[src/rtl/m68k_bus_target_if.sv]
// 68000 asynchronous bus as seen at the target's pins.
// The master side drives strobes, address, function code and write data.
// The slave side drives read data and the open-drain enable controls.
interface m68k_bus_target_if;
    logic        CLK_7M;
    logic        nAS_IN;
    logic        nUDS_IN;
    logic        nLDS_IN;
    logic        RnW_IN;
    logic [22:0] A_IN;
    logic [2:0]  FC_IN;
    logic [15:0] D_IN;
    logic [15:0] D_OUT;
    logic        D_OE;
    logic        nDTACK_OE;
    logic        nBERR_OE;

    modport master (
        output CLK_7M, nAS_IN, nUDS_IN, nLDS_IN, RnW_IN, A_IN, FC_IN, D_IN,
        input  D_OUT, D_OE, nDTACK_OE, nBERR_OE
    );

    modport slave (
        input  CLK_7M, nAS_IN, nUDS_IN, nLDS_IN, RnW_IN, A_IN, FC_IN, D_IN,
        output D_OUT, D_OE, nDTACK_OE, nBERR_OE
    );
endinterface

[src/rtl/m68k_bus_target.sv]
// Responder for the 68000 asynchronous bus.
// It decodes an address window, hands each hit to a single-word backend
// and terminates the cycle with DTACK, or with BERR on error or timeout.
// All bus strobes and the 7 MHz bus clock are sampled through 2-flop
// synchronizers.
module m68k_bus_target #(
    parameter logic [22:0] BASE_ADDR      = 23'h740000,
    parameter logic [22:0] ADDR_MASK      = 23'h7F8000,
    parameter int          WAIT_STATES    = 0,
    parameter int          TIMEOUT_CYCLES = 255
) (
    input  logic                    sys_clk,
    input  logic                    nRESET,
    m68k_bus_target_if.slave        bus,
    output logic                    be_req,
    output logic                    be_write,
    output logic [22:0]             be_addr,
    output logic [1:0]              be_be,
    output logic [15:0]             be_wdata,
    input  logic                    be_ack,
    input  logic                    be_err,
    input  logic [15:0]             be_rdata,
    output logic                    busy
);

    localparam logic [2:0] ST_IDLE    = 3'd0;
    localparam logic [2:0] ST_IGNORE  = 3'd1;
    localparam logic [2:0] ST_WAIT_DS = 3'd2;
    localparam logic [2:0] ST_BACKEND = 3'd3;
    localparam logic [2:0] ST_WAIT    = 3'd4;
    localparam logic [2:0] ST_DTACK   = 3'd5;
    localparam logic [2:0] ST_BERR    = 3'd6;

    // Limits widened by one bit so the incremented counters never wrap
    // before the comparison.
    localparam logic [8:0] TMO_LIMIT = 9'(TIMEOUT_CYCLES);
    localparam logic [4:0] WS_LIMIT  = 5'(WAIT_STATES);

    // Synchronizer bit positions.
    localparam int SY_AS  = 0;
    localparam int SY_UDS = 1;
    localparam int SY_LDS = 2;
    localparam int SY_RNW = 3;
    localparam int SY_C7M = 4;

    logic [4:0]  pin_vec;
    logic [4:0]  sync1_reg;
    logic [4:0]  sync2_reg;
    logic        as_prev_reg;
    logic        c7m_prev_reg;

    logic        as_synced;
    logic        uds_synced;
    logic        lds_synced;
    logic        rnw_synced;
    logic        c7m_synced;
    logic        as_fall;
    logic        c7m_fall;
    logic        addr_hit;

    logic [2:0]  state_reg,     state_next;
    logic        be_req_reg,    be_req_next;
    logic        be_write_reg,  be_write_next;
    logic [22:0] be_addr_reg,   be_addr_next;
    logic [1:0]  be_be_reg,     be_be_next;
    logic [15:0] be_wdata_reg,  be_wdata_next;
    logic [15:0] d_out_reg,     d_out_next;
    logic        d_oe_reg,      d_oe_next;
    logic        dtack_reg,     dtack_next;
    logic        berr_reg,      berr_next;
    logic [7:0]  tmo_cnt_reg,   tmo_cnt_next;
    logic [3:0]  ws_cnt_reg,    ws_cnt_next;

    logic [8:0]  tmo_inc;
    logic [4:0]  ws_inc;

    assign pin_vec = {bus.CLK_7M, bus.RnW_IN, bus.nLDS_IN, bus.nUDS_IN, bus.nAS_IN};

    // Two-stage synchronizers plus the edge-detect history. Everything
    // resets to 0 so a strobe that is already low when reset releases
    // never looks like a fresh falling edge.
    always_ff @(posedge sys_clk) begin
        if (!nRESET) begin
            sync1_reg    <= '0;
            sync2_reg    <= '0;
            as_prev_reg  <= 1'b0;
            c7m_prev_reg <= 1'b0;
        end else begin
            sync1_reg    <= pin_vec;
            sync2_reg    <= sync1_reg;
            as_prev_reg  <= sync2_reg[SY_AS];
            c7m_prev_reg <= sync2_reg[SY_C7M];
        end
    end

    assign as_synced  = sync2_reg[SY_AS];
    assign uds_synced = sync2_reg[SY_UDS];
    assign lds_synced = sync2_reg[SY_LDS];
    assign rnw_synced = sync2_reg[SY_RNW];
    assign c7m_synced = sync2_reg[SY_C7M];

    assign as_fall  = as_prev_reg  & ~as_synced;
    assign c7m_fall = c7m_prev_reg & ~c7m_synced;

    // CPU space (interrupt acknowledge etc.) is never claimed, whatever
    // address it carries.
    assign addr_hit = ((bus.A_IN & ADDR_MASK) == (BASE_ADDR & ADDR_MASK))
                      && (bus.FC_IN != 3'b111);

    assign tmo_inc = {1'b0, tmo_cnt_reg} + 9'd1;
    assign ws_inc  = {1'b0, ws_cnt_reg} + 5'd1;

    // Next-state and output decisions for the bus cycle.
    always_comb begin
        state_next    = state_reg;
        be_req_next   = be_req_reg;
        be_write_next = be_write_reg;
        be_addr_next  = be_addr_reg;
        be_be_next    = be_be_reg;
        be_wdata_next = be_wdata_reg;
        d_out_next    = d_out_reg;
        d_oe_next     = d_oe_reg;
        dtack_next    = dtack_reg;
        berr_next     = berr_reg;
        tmo_cnt_next  = tmo_cnt_reg;
        ws_cnt_next   = ws_cnt_reg;

        case (state_reg)
            ST_IDLE: begin
                if (as_fall) begin
                    be_addr_next  = bus.A_IN;
                    be_write_next = ~rnw_synced;
                    state_next    = addr_hit ? ST_WAIT_DS : ST_IGNORE;
                end
            end

            ST_IGNORE: begin
                if (as_synced) begin
                    state_next = ST_IDLE;
                end
            end

            ST_WAIT_DS: begin
                // A data strobe takes priority over a simultaneous nAS
                // negation so a seen strobe is always serviced.
                if (!uds_synced || !lds_synced) begin
                    be_be_next = ~{uds_synced, lds_synced};
                    if (be_write_reg) begin
                        be_wdata_next = bus.D_IN;
                    end
                    be_req_next  = 1'b1;
                    tmo_cnt_next = 8'd0;
                    state_next   = ST_BACKEND;
                end else if (as_synced) begin
                    state_next = ST_IDLE;
                end
            end

            ST_BACKEND: begin
                tmo_cnt_next = tmo_inc[7:0];
                // The backend transaction always completes; if the master
                // has already gone away, nothing is driven afterwards and
                // the following state drops straight back to IDLE.
                if (be_ack) begin
                    be_req_next = 1'b0;
                    if (be_err) begin
                        berr_next  = ~as_synced;
                        state_next = ST_BERR;
                    end else begin
                        if (!be_write_reg) begin
                            d_out_next = be_rdata;
                            d_oe_next  = ~as_synced;
                        end
                        ws_cnt_next = 4'd0;
                        state_next  = ST_WAIT;
                    end
                end else if (tmo_inc == TMO_LIMIT) begin
                    be_req_next = 1'b0;
                    berr_next   = ~as_synced;
                    state_next  = ST_BERR;
                end
            end

            ST_WAIT: begin
                if (as_synced) begin
                    d_oe_next  = 1'b0;
                    state_next = ST_IDLE;
                end else if (WS_LIMIT == 5'd0) begin
                    dtack_next = 1'b1;
                    state_next = ST_DTACK;
                end else if (c7m_fall) begin
                    if (ws_inc == WS_LIMIT) begin
                        dtack_next = 1'b1;
                        state_next = ST_DTACK;
                    end else begin
                        ws_cnt_next = ws_inc[3:0];
                    end
                end
            end

            ST_DTACK: begin
                if (as_synced) begin
                    dtack_next = 1'b0;
                    d_oe_next  = 1'b0;
                    state_next = ST_IDLE;
                end
            end

            ST_BERR: begin
                d_oe_next = 1'b0;
                if (as_synced) begin
                    berr_next  = 1'b0;
                    state_next = ST_IDLE;
                end
            end

            default: begin
                be_req_next = 1'b0;
                d_oe_next   = 1'b0;
                dtack_next  = 1'b0;
                berr_next   = 1'b0;
                state_next  = ST_IDLE;
            end
        endcase
    end

    // State and output registers; reset releases every bus driver at once.
    always_ff @(posedge sys_clk) begin
        if (!nRESET) begin
            state_reg    <= ST_IDLE;
            be_req_reg   <= 1'b0;
            be_write_reg <= 1'b0;
            be_addr_reg  <= '0;
            be_be_reg    <= '0;
            be_wdata_reg <= '0;
            d_out_reg    <= '0;
            d_oe_reg     <= 1'b0;
            dtack_reg    <= 1'b0;
            berr_reg     <= 1'b0;
            tmo_cnt_reg  <= '0;
            ws_cnt_reg   <= '0;
        end else begin
            state_reg    <= state_next;
            be_req_reg   <= be_req_next;
            be_write_reg <= be_write_next;
            be_addr_reg  <= be_addr_next;
            be_be_reg    <= be_be_next;
            be_wdata_reg <= be_wdata_next;
            d_out_reg    <= d_out_next;
            d_oe_reg     <= d_oe_next;
            dtack_reg    <= dtack_next;
            berr_reg     <= berr_next;
            tmo_cnt_reg  <= tmo_cnt_next;
            ws_cnt_reg   <= ws_cnt_next;
        end
    end

    assign be_req        = be_req_reg;
    assign be_write      = be_write_reg;
    assign be_addr       = be_addr_reg;
    assign be_be         = be_be_reg;
    assign be_wdata      = be_wdata_reg;
    assign busy          = (state_reg != ST_IDLE);

    assign bus.D_OUT     = d_out_reg;
    assign bus.D_OE      = d_oe_reg;
    assign bus.nDTACK_OE = dtack_reg;
    assign bus.nBERR_OE  = berr_reg;

endmodule

[src/flat_wrapper.sv]
// flat-port wrapper written by rule: the top's interface ports become plain ports
module m68k_bus_target_flat 
#(
    parameter logic [22:0] BASE_ADDR      = 23'h740000,
    parameter logic [22:0] ADDR_MASK      = 23'h7F8000,
    parameter int          WAIT_STATES    = 0,
    parameter int          TIMEOUT_CYCLES = 255
)
  (sys_clk, nRESET, be_req, be_write, be_addr, be_be, be_wdata, be_ack, be_err, be_rdata, busy, bus_CLK_7M, bus_nAS_IN, bus_nUDS_IN, bus_nLDS_IN, bus_RnW_IN, bus_A_IN, bus_FC_IN, bus_D_IN, bus_D_OUT, bus_D_OE, bus_nDTACK_OE, bus_nBERR_OE);
  m68k_bus_target_if bus_i ();
  input  logic sys_clk;
  input  logic nRESET;
  output logic be_req;
  output logic be_write;
  output logic [22:0] be_addr;
  output logic [1:0] be_be;
  output logic [15:0] be_wdata;
  input  logic be_ack;
  input  logic be_err;
  input  logic [15:0] be_rdata;
  output logic busy;
  input wire logic [$bits(bus_i.CLK_7M)-1:0] bus_CLK_7M;
  input wire logic [$bits(bus_i.nAS_IN)-1:0] bus_nAS_IN;
  input wire logic [$bits(bus_i.nUDS_IN)-1:0] bus_nUDS_IN;
  input wire logic [$bits(bus_i.nLDS_IN)-1:0] bus_nLDS_IN;
  input wire logic [$bits(bus_i.RnW_IN)-1:0] bus_RnW_IN;
  input wire logic [$bits(bus_i.A_IN)-1:0] bus_A_IN;
  input wire logic [$bits(bus_i.FC_IN)-1:0] bus_FC_IN;
  input wire logic [$bits(bus_i.D_IN)-1:0] bus_D_IN;
  output wire logic [$bits(bus_i.D_OUT)-1:0] bus_D_OUT;
  output wire logic [$bits(bus_i.D_OE)-1:0] bus_D_OE;
  output wire logic [$bits(bus_i.nDTACK_OE)-1:0] bus_nDTACK_OE;
  output wire logic [$bits(bus_i.nBERR_OE)-1:0] bus_nBERR_OE;
  assign bus_i.CLK_7M = bus_CLK_7M;
  assign bus_i.nAS_IN = bus_nAS_IN;
  assign bus_i.nUDS_IN = bus_nUDS_IN;
  assign bus_i.nLDS_IN = bus_nLDS_IN;
  assign bus_i.RnW_IN = bus_RnW_IN;
  assign bus_i.A_IN = bus_A_IN;
  assign bus_i.FC_IN = bus_FC_IN;
  assign bus_i.D_IN = bus_D_IN;
  assign bus_D_OUT = bus_i.D_OUT;
  assign bus_D_OE = bus_i.D_OE;
  assign bus_nDTACK_OE = bus_i.nDTACK_OE;
  assign bus_nBERR_OE = bus_i.nBERR_OE;
  m68k_bus_target #(.BASE_ADDR(BASE_ADDR), .ADDR_MASK(ADDR_MASK), .WAIT_STATES(WAIT_STATES), .TIMEOUT_CYCLES(TIMEOUT_CYCLES)) u_core (.sys_clk(sys_clk), .nRESET(nRESET), .bus(bus_i), .be_req(be_req), .be_write(be_write), .be_addr(be_addr), .be_be(be_be), .be_wdata(be_wdata), .be_ack(be_ack), .be_err(be_err), .be_rdata(be_rdata), .busy(busy));
endmodule
[config.mk]
export PLATFORM = sky130hd
export DESIGN_NAME = m68k_bus_target_flat
export DESIGN_NICKNAME = d
export VERILOG_FILES = /design/src/rtl/m68k_bus_target_if.sv /design/src/rtl/m68k_bus_target.sv /design/src/flat_wrapper.sv
export SDC_FILE = /design/constraint.sdc
export NUM_CORES = 1
export LEC_CHECK = 0
export BUFFER_PORTS_ARGS = -buffer_cell sky130_fd_sc_hd__buf_2
export CORE_MARGIN = 3
export CORE_UTILIZATION = 45
export CTS_CLUSTER_DIAMETER = 50
export DETAILED_ROUTE_END_ITERATION = 10
export PLACE_DENSITY = 0.73
export SLEW_MARGIN = 0
export SYNTH_ARGS = -nofsm -noshare
export SYNTH_HDL_FRONTEND = slang
export SYNTH_SLANG_ARGS = --single-unit
[constraint.sdc]
create_clock -name sys_clk -period 1.9 [get_ports sys_clk]
set_clock_uncertainty 0.05 [all_clocks]
set_input_delay 0.475 -clock sys_clk [delete_from_list [all_inputs] [get_ports sys_clk]]
set_output_delay 0.475 -clock sys_clk [all_outputs]
set_load 0.01 [all_outputs]
Word level (Yosys, flattened, before mapping)
Index checks and enable logic that the tools add are counted.
W data, S select, Z words.

cells by class
  bitwise gates (word level) = 10
  mux-type cells = 26
  $add $sub $neg = 1
  reduce and logical (&&, ||, !) cells = 23
  equality and inequality tests = 20

operators by type and width
  operator               count
  $mux W3                6
  $pmux W8 S2            1
  $pmux W3 S5            1
  $reduce_or A5 Y1       3
  $pmux W1 S3            4
  $mux W1                11
  $ne A2 B1 Y1 const B   5
  $add A8 B1 Y9 const B  1
  $eq A3 B3 Y1 const B   3
  $eq A9 B8 Y1 const B   1
  $reduce_and A3 Y1      3
  $eq A8 B8 Y1 const B   1
  $mux W8                1
  $ne A2 B2 Y1 const B   4
  $not A1 Y1             8
  $reduce_and A2 Y1      4
  $reduce_and A4 Y1      2
  $eq A3 B2 Y1 const B   2
  $ne A3 B3 Y1 const B   2
  $reduce_or A3 Y1       2
  $reduce_and A5 Y1      1
  $mux W2                2
  $eq A3 B1 Y1 const B   1
  $logic_not A3 Y1       1
  9 further kinds        10

storage, ports and cells
  logic and storage cells = 94
  output and inout bits = 63
  input bits = 67
  register bits = 82

Longest topological paths before layout
Gate-level depths: netlist of run 1.

  word-level depth = 5
  mapped depth = 7
  depth with buffers taken out = 7

Worst setup path before layout of run 1
Ideal clock, no wire load.

  path type = flip-flop to flip-flop
  start point = register u_core.tmo_cnt_reg[0]
  end point = register u_core.berr_reg (netlist: u_core.bus.nBERR_OE)
  arrival = 1.522 ns
  path buffers = 1
  clock period less this slack = 1.688 ns
  path slack = 0.212 ns
  required time = 1.734 ns
  library setup time = 0.116 ns
  stages on the path, launching flop included = 8
  path through = dfxtp_1 > ha_1 > buf_2 > xor2_1 > a211oi_1 > a211oi_1 > a21oi_1 > a41o_1

on the way
  word-level cells in the longest chain between the ends = 4

RTL lines
  element                      line                    source
  start: declaration           m68k_bus_target.sv:71   logic [7:0] tmo_cnt_reg, tmo_cnt_next;
  start signal: assignment     m68k_bus_target.sv:253  tmo_cnt_reg <= tmo_cnt_next;
  $add A8 B1 Y9                m68k_bus_target.sv:110  assign tmo_inc = {1'b0, tmo_cnt_reg} + 9'd1;
  $eq A9 B8 Y1                 m68k_bus_target.sv:177  end else if (tmo_inc == TMO_LIMIT) begin
  $ne A3 B2 Y1 (no line)       -
  $reduce_and A4 Y1 (no line)  -
  end signal: assignment       m68k_bus_target.sv:252  berr_reg <= berr_next;
  end: declaration             m68k_bus_target.sv:70   logic berr_reg, berr_next;

Every way passes these cells.
A chain may end at the register's enable or synchronous reset.

Final worst setup path of run 1
  start point = register u_core.state_reg[1]
  end point = output port busy

on the way
  word-level cells in the longest chain between the ends = 1

RTL lines
  element                   line                    source
  start: declaration        m68k_bus_target.sv:61   logic [2:0] state_reg, state_next;
  start signal: assignment  m68k_bus_target.sv:243  state_reg <= state_next;
  $reduce_bool A3 Y1        m68k_bus_target.sv:263  assign busy = (state_reg != ST_IDLE);
  end: declaration          flat_wrapper.sv:21      output logic busy;

Every way passes these cells.

==> flow_metrics.tcl, run 1 <==
set metrics [dict create \
    outcome "complete, no violations" \
    drive_gt1_share_pct 30.7 \
    regToRegEndpoint "u_core.be_wdata[15]" \
    die_area_mm2 0.00859 \
    synth_seq_cells 82 \
    crit_chain "buf_4 -> inv_1 -> nand2_1 -> buf_2" \
    worstRegToRegCells 6 \
    critical-path-top-delay-family "flip-flops" \
    cp-start-kind "flip-flop" \
    synth_top_area_share_pct 48.6 \
    layout_setup_ws_ps 105 \
    path_clk_slew_ps 80 \
    critPathSlowestCell "dfxtp_1" \
    place_area_mm2 0.00414 \
    synth.most_common_cell "nand2_1" \
    crit_buf_inv 3 \
    synthSimpleGateAreaFrac_pct 25.4 \
    gp_congestion 0.880 \
    hold_depth 2 \
    drc 0 \
    peakVddDrop_mv 0.381 \
    hold_path_startpoint "bus_nAS_IN" \
    synth_xor_xnor_area_share_pct 0.518 \
    r2r_setup_slack_ps 130 \
    diodes 0 \
    max_stage_delay_ps 470 \
    fillers 644 \
    worst_pin_slew_ps 583 \
    synth_compound_gate_area_share_pct 21.3 \
    routed_wl_um 8330 \
    synth_cells 406 \
    drv_cap 0 \
    synth_common_cells "nand2_1 (124), dfxtp_1 (82), a21boi_0 (48)" \
    seq_area_frac_synth_pct 48.6 \
    grt_pass1_vias 2940 \
    synthTopCellsByArea "dfxtp_1 (49%), nand2_1 (14%), a21boi_0 (11%)" \
    r2r_start "u_core.state_reg[1]" \
    io_buffers 128 \
    htreeDepth 3 \
    yosysTopAreaCell "dfxtp_1" \
    row_count 30 \
    cts_tree "built" \
    drtPass1Iterations 4 \
    p_total_mw 3.33 \
    start_util_pct 48.1 \
    crit_path_end_kind "primary output" \
    hold_class "in2reg" \
    place_inst 617 \
    synth_area_per_cell_um2 8.32 \
    fp.dieH_um 92.7 \
    synth_top_family_by_area "simple AND/OR/NAND/NOR gates" \
    clkSinkCount 82 \
    tns_ps 0 \
    critPathArrivalTime_ps 1270 \
    largest_register_ffs 23 \
    antenna_found_initial 0 \
    p_leak_nw 1.90 \
    ant_nets 0 \
    vias 3140 \
    clock_path_buffers 2 \
    muxShareOfSynthArea_pct 0 \
    fp.coreArea_mm2 0.00702 \
    critical_path_class "reg2out" \
    setup_viol 0 \
    yosysUniqueCellTypes 43 \
    synth-adder-area-share_pct 0.740 \
    period_needed_ps 1800 \
    overflow 0 \
    synth_fp_nets 475 \
    avgViaCountPerCell 4.96 \
    fin_util_pct 62.4 \
    yosys_warnings 0 \
    wl_per_cell_um 13.2 \
    grt_max_degree 61 \
    cp.required_ps 1370 \
    holdPathEnd "u_core.sync1_reg[0]" \
    max-slew-margin-rel_pct 60.9 \
    holdWs_ps 283 \
    place_ws_ps 87.4 \
    ctsHoldBuffers 0 \
    grt_pass1_wl_um 13400 \
    dp_hpwl_um 5900 \
    hold_viol 0 \
    period_share_pct 94.5 \
    worstPathMaxFanout 7 \
    finalNetCount 601 \
    insertion_delay_ps 340 \
    rsz0062_at_grt "no" \
    die_x_um 92.7 \
    numCtsBuffers 9 \
    syn-cell-area_mm2 0.00338 \
    io_pins 130 \
    synthFlopType "dfxtp_1" \
    synth_edf_count 0 \
    worstSetupStartpoint "u_core.state_reg[1]" \
    drv_slew 0 \
    layoutNonFillerInstCount 633 \
    power_density_mw_per_mm2 762 \
    clock.fmax_ghz 0.557 \
    async_reset_ff_share_pct 0 \
    design_area_mm2 0.00438 \
    grtUsageTotal_pct 19.0 \
    drt-initial-drc-count 137 \
    area_growth_pct 29.5 \
    root_buffer "clkbuf_8" \
]
-- layer usage --
layer,global-route usage [%],wire length [um],up-vias
li1,-,-,1609
met1,22.9,3540,1435
met2,33.7,4210,94
met3,4.96,549,2
met4,4.88,29,0
met5,0,0,-
-- kinds of logic (layout without fill, tap and decap cells) --
kind of cell / after synthesis / count (layout)
AOI/OAI and AO/OA: 104 / 104
xor gates and xnor gates: 2 / 2
adders and majority gates: 2 / 2
buffers and inverters: 27 / 158
DFF: 82 / 82
and+or+nand+nor: 189 / 189
-- where the power goes --
group	leakage [nW]	internal, mW	total, mW	switching [mW]
logic	1.13	0.0931	0.168	0.0746
registers	0.665	1.74	1.75	0.0127
clock network	0.109	0.779	1.42	0.638
-- layout make-up --
cell class                      instances  area, um2  area share (%)
Tap cell                               96        120            2.74
Sequential cell                        82       1650            37.6
Clock buffer                           10        138            3.14
Multi-Input combinational cell        297       1620            37.0
Inverter                                2       7.51           0.171
Clock inverter                          6       88.8            2.03
Timing Repair Buffer                  140        756            17.3
-- worst max-delay path by stage --
stage | cells past startpoint | slack, ps | endpoint
2_1_floorplan | 7 | 210 | u_core.bus.nBERR_OE
3_3_place_gp | 5 | 130 | u_core.bus.D_OUT[8]
3_5_place_dp | 5 | 90 | u_core.bus.D_OUT[8]
4_1_cts | 4 | 50 | busy
5_1_grt | 6 | 10 | u_core.be_wdata[4]
6_report | 4 | 100 | busy
-- cell usage in the layout (no fill, tap or decap), drive strengths merged, types with 2 or more instances in the layout --
cell type,netlist,layout
nor2,12,12
nand2b,2,2
a31oi,3,3
and4b,2,2
a211oi,2,2
dfxtp,82,82
a21o,3,3
nand2,124,124
bufinv,0,2
nand3,9,9
a21boi,60,60
o21ai,18,18
ha,2,2
or3,3,3
clkinvlp,0,2
clkbuf,18,10
xor2,2,2
inv,2,3
nand4b,2,2
and3,3,3
buf,7,140
and2,16,16
nor2b,7,7
nor3,3,3
a21oi,10,10
-- timing repair --
action,CTS,global route
setup endpoints to repair,1,3
buffers inserted,0,0
gates resized for setup,1,4
No activity file was read; power rests on OpenSTA's default activity.
==> run 2, diff against run 1 <==
--- a/config.mk
+++ b/config.mk
@@ -10,6 +10,8 @@
 export CORE_UTILIZATION = 45
 export CTS_CLUSTER_DIAMETER = 50
 export DETAILED_ROUTE_END_ITERATION = 10
+export GPL_TIMING_DRIVEN = 0
+export MAX_ROUTING_LAYER = met4
 export PLACE_DENSITY = 0.73
 export SLEW_MARGIN = 0
 export SYNTH_ARGS = -nofsm -noshare
==> flow_metrics.tcl, run 2 (synthesis gave the netlist of run 1 again) <==
set metrics [dict create \
    outcome "complete, no violations" \
    die_area_mm2 0.00859 \
    worst_pin_slew_ps 602 \
    grtUsageTotal_pct 20.2 \
    drt-initial-drc-count 138 \
    holdWs_ps 265 \
    antenna_found_initial 0 \
    io_pins 130 \
    critical-path-top-delay-family "buffers and inverters" \
    area_growth_pct 30.2 \
    crit_chain "clkbuf_2 -> inv_1 -> nand2_1 -> buf_2" \
    crit_path_end_kind "primary output" \
    place_area_mm2 0.00414 \
    multi_input_area_mm2 0.00164 \
    start_util_pct 48.1 \
    htreeDepth 3 \
    clock_path_buffers 2 \
    mostFrequentLayoutCells "buf_2 (132), nand2_1 (123), dfxtp_1 (80), a21boi_0 (48)" \
    grt_pass1_vias 3062 \
    hold_viol 0 \
    peakVddDrop_mv 0.351 \
    period_share_pct 97.0 \
    diodes 0 \
    largest_register_ffs 23 \
    fillers 653 \
    row_count 30 \
    gp_congestion 0.881 \
    drtPass1Iterations 4 \
    cp-start-kind "flip-flop" \
    crit_buf_inv 3 \
    drc 0 \
    critPathArrivalTime_ps 1320 \
    design_area_mm2 0.00440 \
    hold_class "in2reg" \
    period_needed_ps 1840 \
    root_buffer "clkbuf_8" \
    p_total_mw 3.32 \
    cp.required_ps 1370 \
    critical_path_class "reg2out" \
    vias 3254 \
    worstPathMaxFanout 10 \
    grt_pass1_wl_um 13700 \
    ant_nets 0 \
    cts_tree "built" \
    drv_slew 0 \
    critPathSlowestCell "dfxtp_1" \
    setup_viol 0 \
    insertion_delay_ps 350 \
    drive_gt1_share_pct 29.9 \
    drv_cap 0 \
    p_leak_nw 1.90 \
    fp.dieH_um 92.7 \
    power_density_mw_per_mm2 755 \
    numCtsBuffers 9 \
    final-seq-area_mm2 0.00164 \
    fp.coreArea_mm2 0.00702 \
    dp_hpwl_um 6480 \
    wl_per_cell_um 13.2 \
    die_x_um 92.7 \
    final_common_cell "buf_2" \
    max_stage_delay_ps 400 \
    ctsHoldBuffers 0 \
    path_clk_slew_ps 80 \
    grt_max_degree 16 \
    avgViaCountPerCell 5.03 \
    finalNetCount 615 \
    routed_wl_um 8520 \
    clock.fmax_ghz 0.542 \
    overflow 0 \
    max-slew-margin-rel_pct 59.6 \
    clkSinkCount 82 \
    io_buffers 127 \
]
-- run 2: metrics by stage --
step	worst slack (ps)	util (%)	cells	setup TNS, ps
3_3_place_gp	66.1	58.9	629	0
2_1_floorplan	212	-	406	0
4_1_cts	4.84	62.1	645	0
5_1_grt	-2.09	62.7	647	-2.09
3_5_place_dp	19.0	58.9	629	0
6_report	56.2	62.7	647	0
-- run 2: cell type report --
| class | instances | share of cell area, % |
|---|---|---|
| Timing Repair Buffer | 129 | 14.8 |
| Tap cell | 96 | 2.73 |
| Sequential cell | 82 | 37.4 |
| Multi-Input combinational cell | 297 | 37.3 |
| Clock inverter | 7 | 2.27 |
| Inverter | 2 | 0.171 |
| Clock buffer | 9 | 2.81 |
| Buffer | 25 | 2.59 |
-- run 2: worst paths after layout --
path                        from                  end  slack [ps]  depth (start not counted)
max          u_core.state_reg[1]                 busy          60                          4
min                   bus_nAS_IN  u_core.sync1_reg[0]         270                          2
max reg2reg  u_core.state_reg[1]   u_core.be_wdata[8]         120                          7
min reg2reg  u_core.sync1_reg[3]  u_core.sync2_reg[3]         390                          1
-- run 2: where the power goes --
part	internal [mW]	switching (mW)	total, mW
logic	0.0902	0.0801	0.170
clock network	0.748	0.655	1.40
registers	1.74	0.0127	1.75
total	2.58	0.748	3.32
-- run 2: what timing repair did --
item | 4_1_cts | 5_1_grt
endpoints found under the hold margin | 0 | 0
pin swaps | 0 | 1
setup endpoints to repair | 1 | 19
buffers inserted | 0 | 2
gates resized for setup | 1 | 11
-- run 2: worst register-to-register path, cell delays in order, from the launching register on --
cell,delay (ps)
dfxtp_1,400
or3b_4,430
a21oi_2,220
and2_1,170
buf_4,140
buf_6,140
nand2_1,60
a21boi_1,100
-- run 2: metal layers --
| metal | vias up | global-route usage (%) | part of all wire, % |
|---|---|---|---|
| li1 | 1642 | - | - |
| met1 | 1503 | 24.2 | 43 |
| met2 | 90 | 32.7 | 48 |
| met3 | 19 | 4.14 | 6.2 |
| met4 | 0 | 9.65 | 2.2 |
| met5 | - | - | 0 |
==> run 3, diff against run 2 <==
--- a/config.mk
+++ b/config.mk
@@ -13,6 +13,7 @@
 export GPL_TIMING_DRIVEN = 0
 export MAX_ROUTING_LAYER = met4
 export PLACE_DENSITY = 0.73
+export REMOVE_ABC_BUFFERS = 1
 export SLEW_MARGIN = 0
 export SYNTH_ARGS = -nofsm -noshare
 export SYNTH_HDL_FRONTEND = slang
==> flow_metrics.tcl, run 3 (synthesis gave the netlist of run 1 again) <==
set metrics [dict create \
    outcome "complete, no violations" \
    drv_slew 0 \
    period_needed_ps 1770 \
    final_common_cell "buf_2" \
    wl_per_cell_um 12.6 \
    htreeDepth 3 \
    insertion_delay_ps 350 \
    io_buffers 128 \
    drv_cap 0 \
    critical-path-top-delay-family "simple AND/OR/NAND/NOR gates" \
    critical_path_class "reg2reg" \
    hold_depth 2 \
    max_stage_delay_ps 470 \
    routed_wl_um 7860 \
    drc 0 \
    io_pins 130 \
    critPathSlowestCell "dfxtp_2" \
    clock.fmax_ghz 0.566 \
    start_util_pct 48.1 \
    worstSetupStartpoint "u_core.state_reg[0]" \
    fin_util_pct 61.4 \
    multi_input_area_mm2 0.00166 \
    diodes 0 \
    worst_pin_slew_ps 1130 \
    peakVddDrop_mv 0.384 \
    critPathArrivalTime_ps 1960 \
    numCtsBuffers 9 \
    vias 3109 \
    hold_path_startpoint "bus_nAS_IN" \
    antenna_found_initial 0 \
    crit_chain "nand3b_1 -> nor2_2 -> nand4_1 -> and2_1 -> a31o_2" \
    largest_register_ffs 23 \
    hold_class "in2reg" \
    grtUsageTotal_pct 18.8 \
    dp_hpwl_um 5410 \
    worstRegToRegCells 5 \
    rsz0062_at_grt "no" \
    area_growth_pct 27.5 \
    fp.coreArea_mm2 0.00702 \
    root_buffer "clkbuf_8" \
    drt-initial-drc-count 106 \
    final-seq-area_mm2 0.00165 \
    max-slew-margin-rel_pct 24.5 \
    fp.dieH_um 92.7 \
    cp.required_ps 2090 \
    grt_pass1_vias 2837 \
    drtPass1Iterations 6 \
    clock_path_buffers 2 \
    crit_cells 5 \
    setup_viol 0 \
    avgViaCountPerCell 4.97 \
    die_x_um 92.7 \
    crit_path_end_kind "flip-flop" \
    grt_max_degree 84 \
    r2r_start "u_core.state_reg[0]" \
    row_count 30 \
    drive_gt1_share_pct 30.8 \
    period_share_pct 92.9 \
    cp-start-kind "flip-flop" \
    tns_ps 0 \
    grt_pass1_wl_um 12800 \
    ant_nets 0 \
    worstPathMaxFanout 14 \
    power_density_mw_per_mm2 733 \
    hold_viol 0 \
    overflow 0 \
    p_leak_nw 1.84 \
    mostFrequentLayoutCells "buf_2 (128), nand2_1 (123), dfxtp_1 (78), a21boi_0 (48), o21ai_0 (17)" \
    gp_congestion 0.848 \
    finalNetCount 593 \
    clkSinkCount 82 \
    fillers 640 \
    cts_tree "built" \
    crit_buf_inv 0 \
    die_area_mm2 0.00859 \
    path_clk_slew_ps 80 \
]
[run 3: cell types whose count changed in the layout (fill, tap and decap cells not counted), sizes merged]
cell    delta
bufinv     -1
clkbuf    -17
buf        -4
clkinv     +1
inv        -1
[run 3: report_power, final]
| part | switching (mW) | internal [mW] |
|---|---|---|
| clock | 0.640 | 0.610 |
| combinational | 0.0728 | 0.0878 |
| sequential | 0.0136 | 1.74 |
[run 3: metal layers]
layer  wire (um)  part of all wire (%)  GRT usage (%)  up-vias
met3         586                   7.5           4.87       10
met2        3720                    47           30.6      101
met1        3450                    44           22.9     1403
met4         100                   1.3           6.11        0
li1            -                     -              -     1595
met5           0                     0              -        -
[run 3: per-stage QoR]
step / instance area, um2 / power [mW] / hold slack (ps) / std cells / worst slack [ps]
after global placement: 4030 / 1.95 / 363 / 605 / -466
after floorplan: 3270 / 1.84 / 362 / 381 / 62.0
after detailed placement: 4030 / 1.95 / 369 / 605 / -587
after global routing: 4310 / 3.31 / 259 / 625 / 4.54
final: 4310 / 3.16 / 275 / 625 / 134
after CTS: 4250 / 3.19 / 264 / 623 / 15.9
[run 3: worst paths after layout]
check	endpoint	slack, ps
hold / removal	u_core.sync1_reg[0]	270
setup / recovery	u_core.state_reg[2]	130
hold reg to reg	u_core.sync2_reg[3]	380
setup reg to reg	u_core.state_reg[2]	130
[run 3: area by class of cell]
type / count / area share (%)
well taps: 96 / 2.79
clock buffers: 10 / 2.96
clock inverters: 6 / 1.54
inverters: 2 / 0.174
multi-input cells: 297 / 38.5
repair buffers: 132 / 15.8
flip-flops and latches: 82 / 38.2
[run 3: what timing repair did]
action                                  4_1_cts  5_1_grt
hold buffers                                  0        0
buffers inserted                              2        2
endpoints found under the setup margin       50       38
gates resized for setup                       6        9
pin swaps                                     1        1
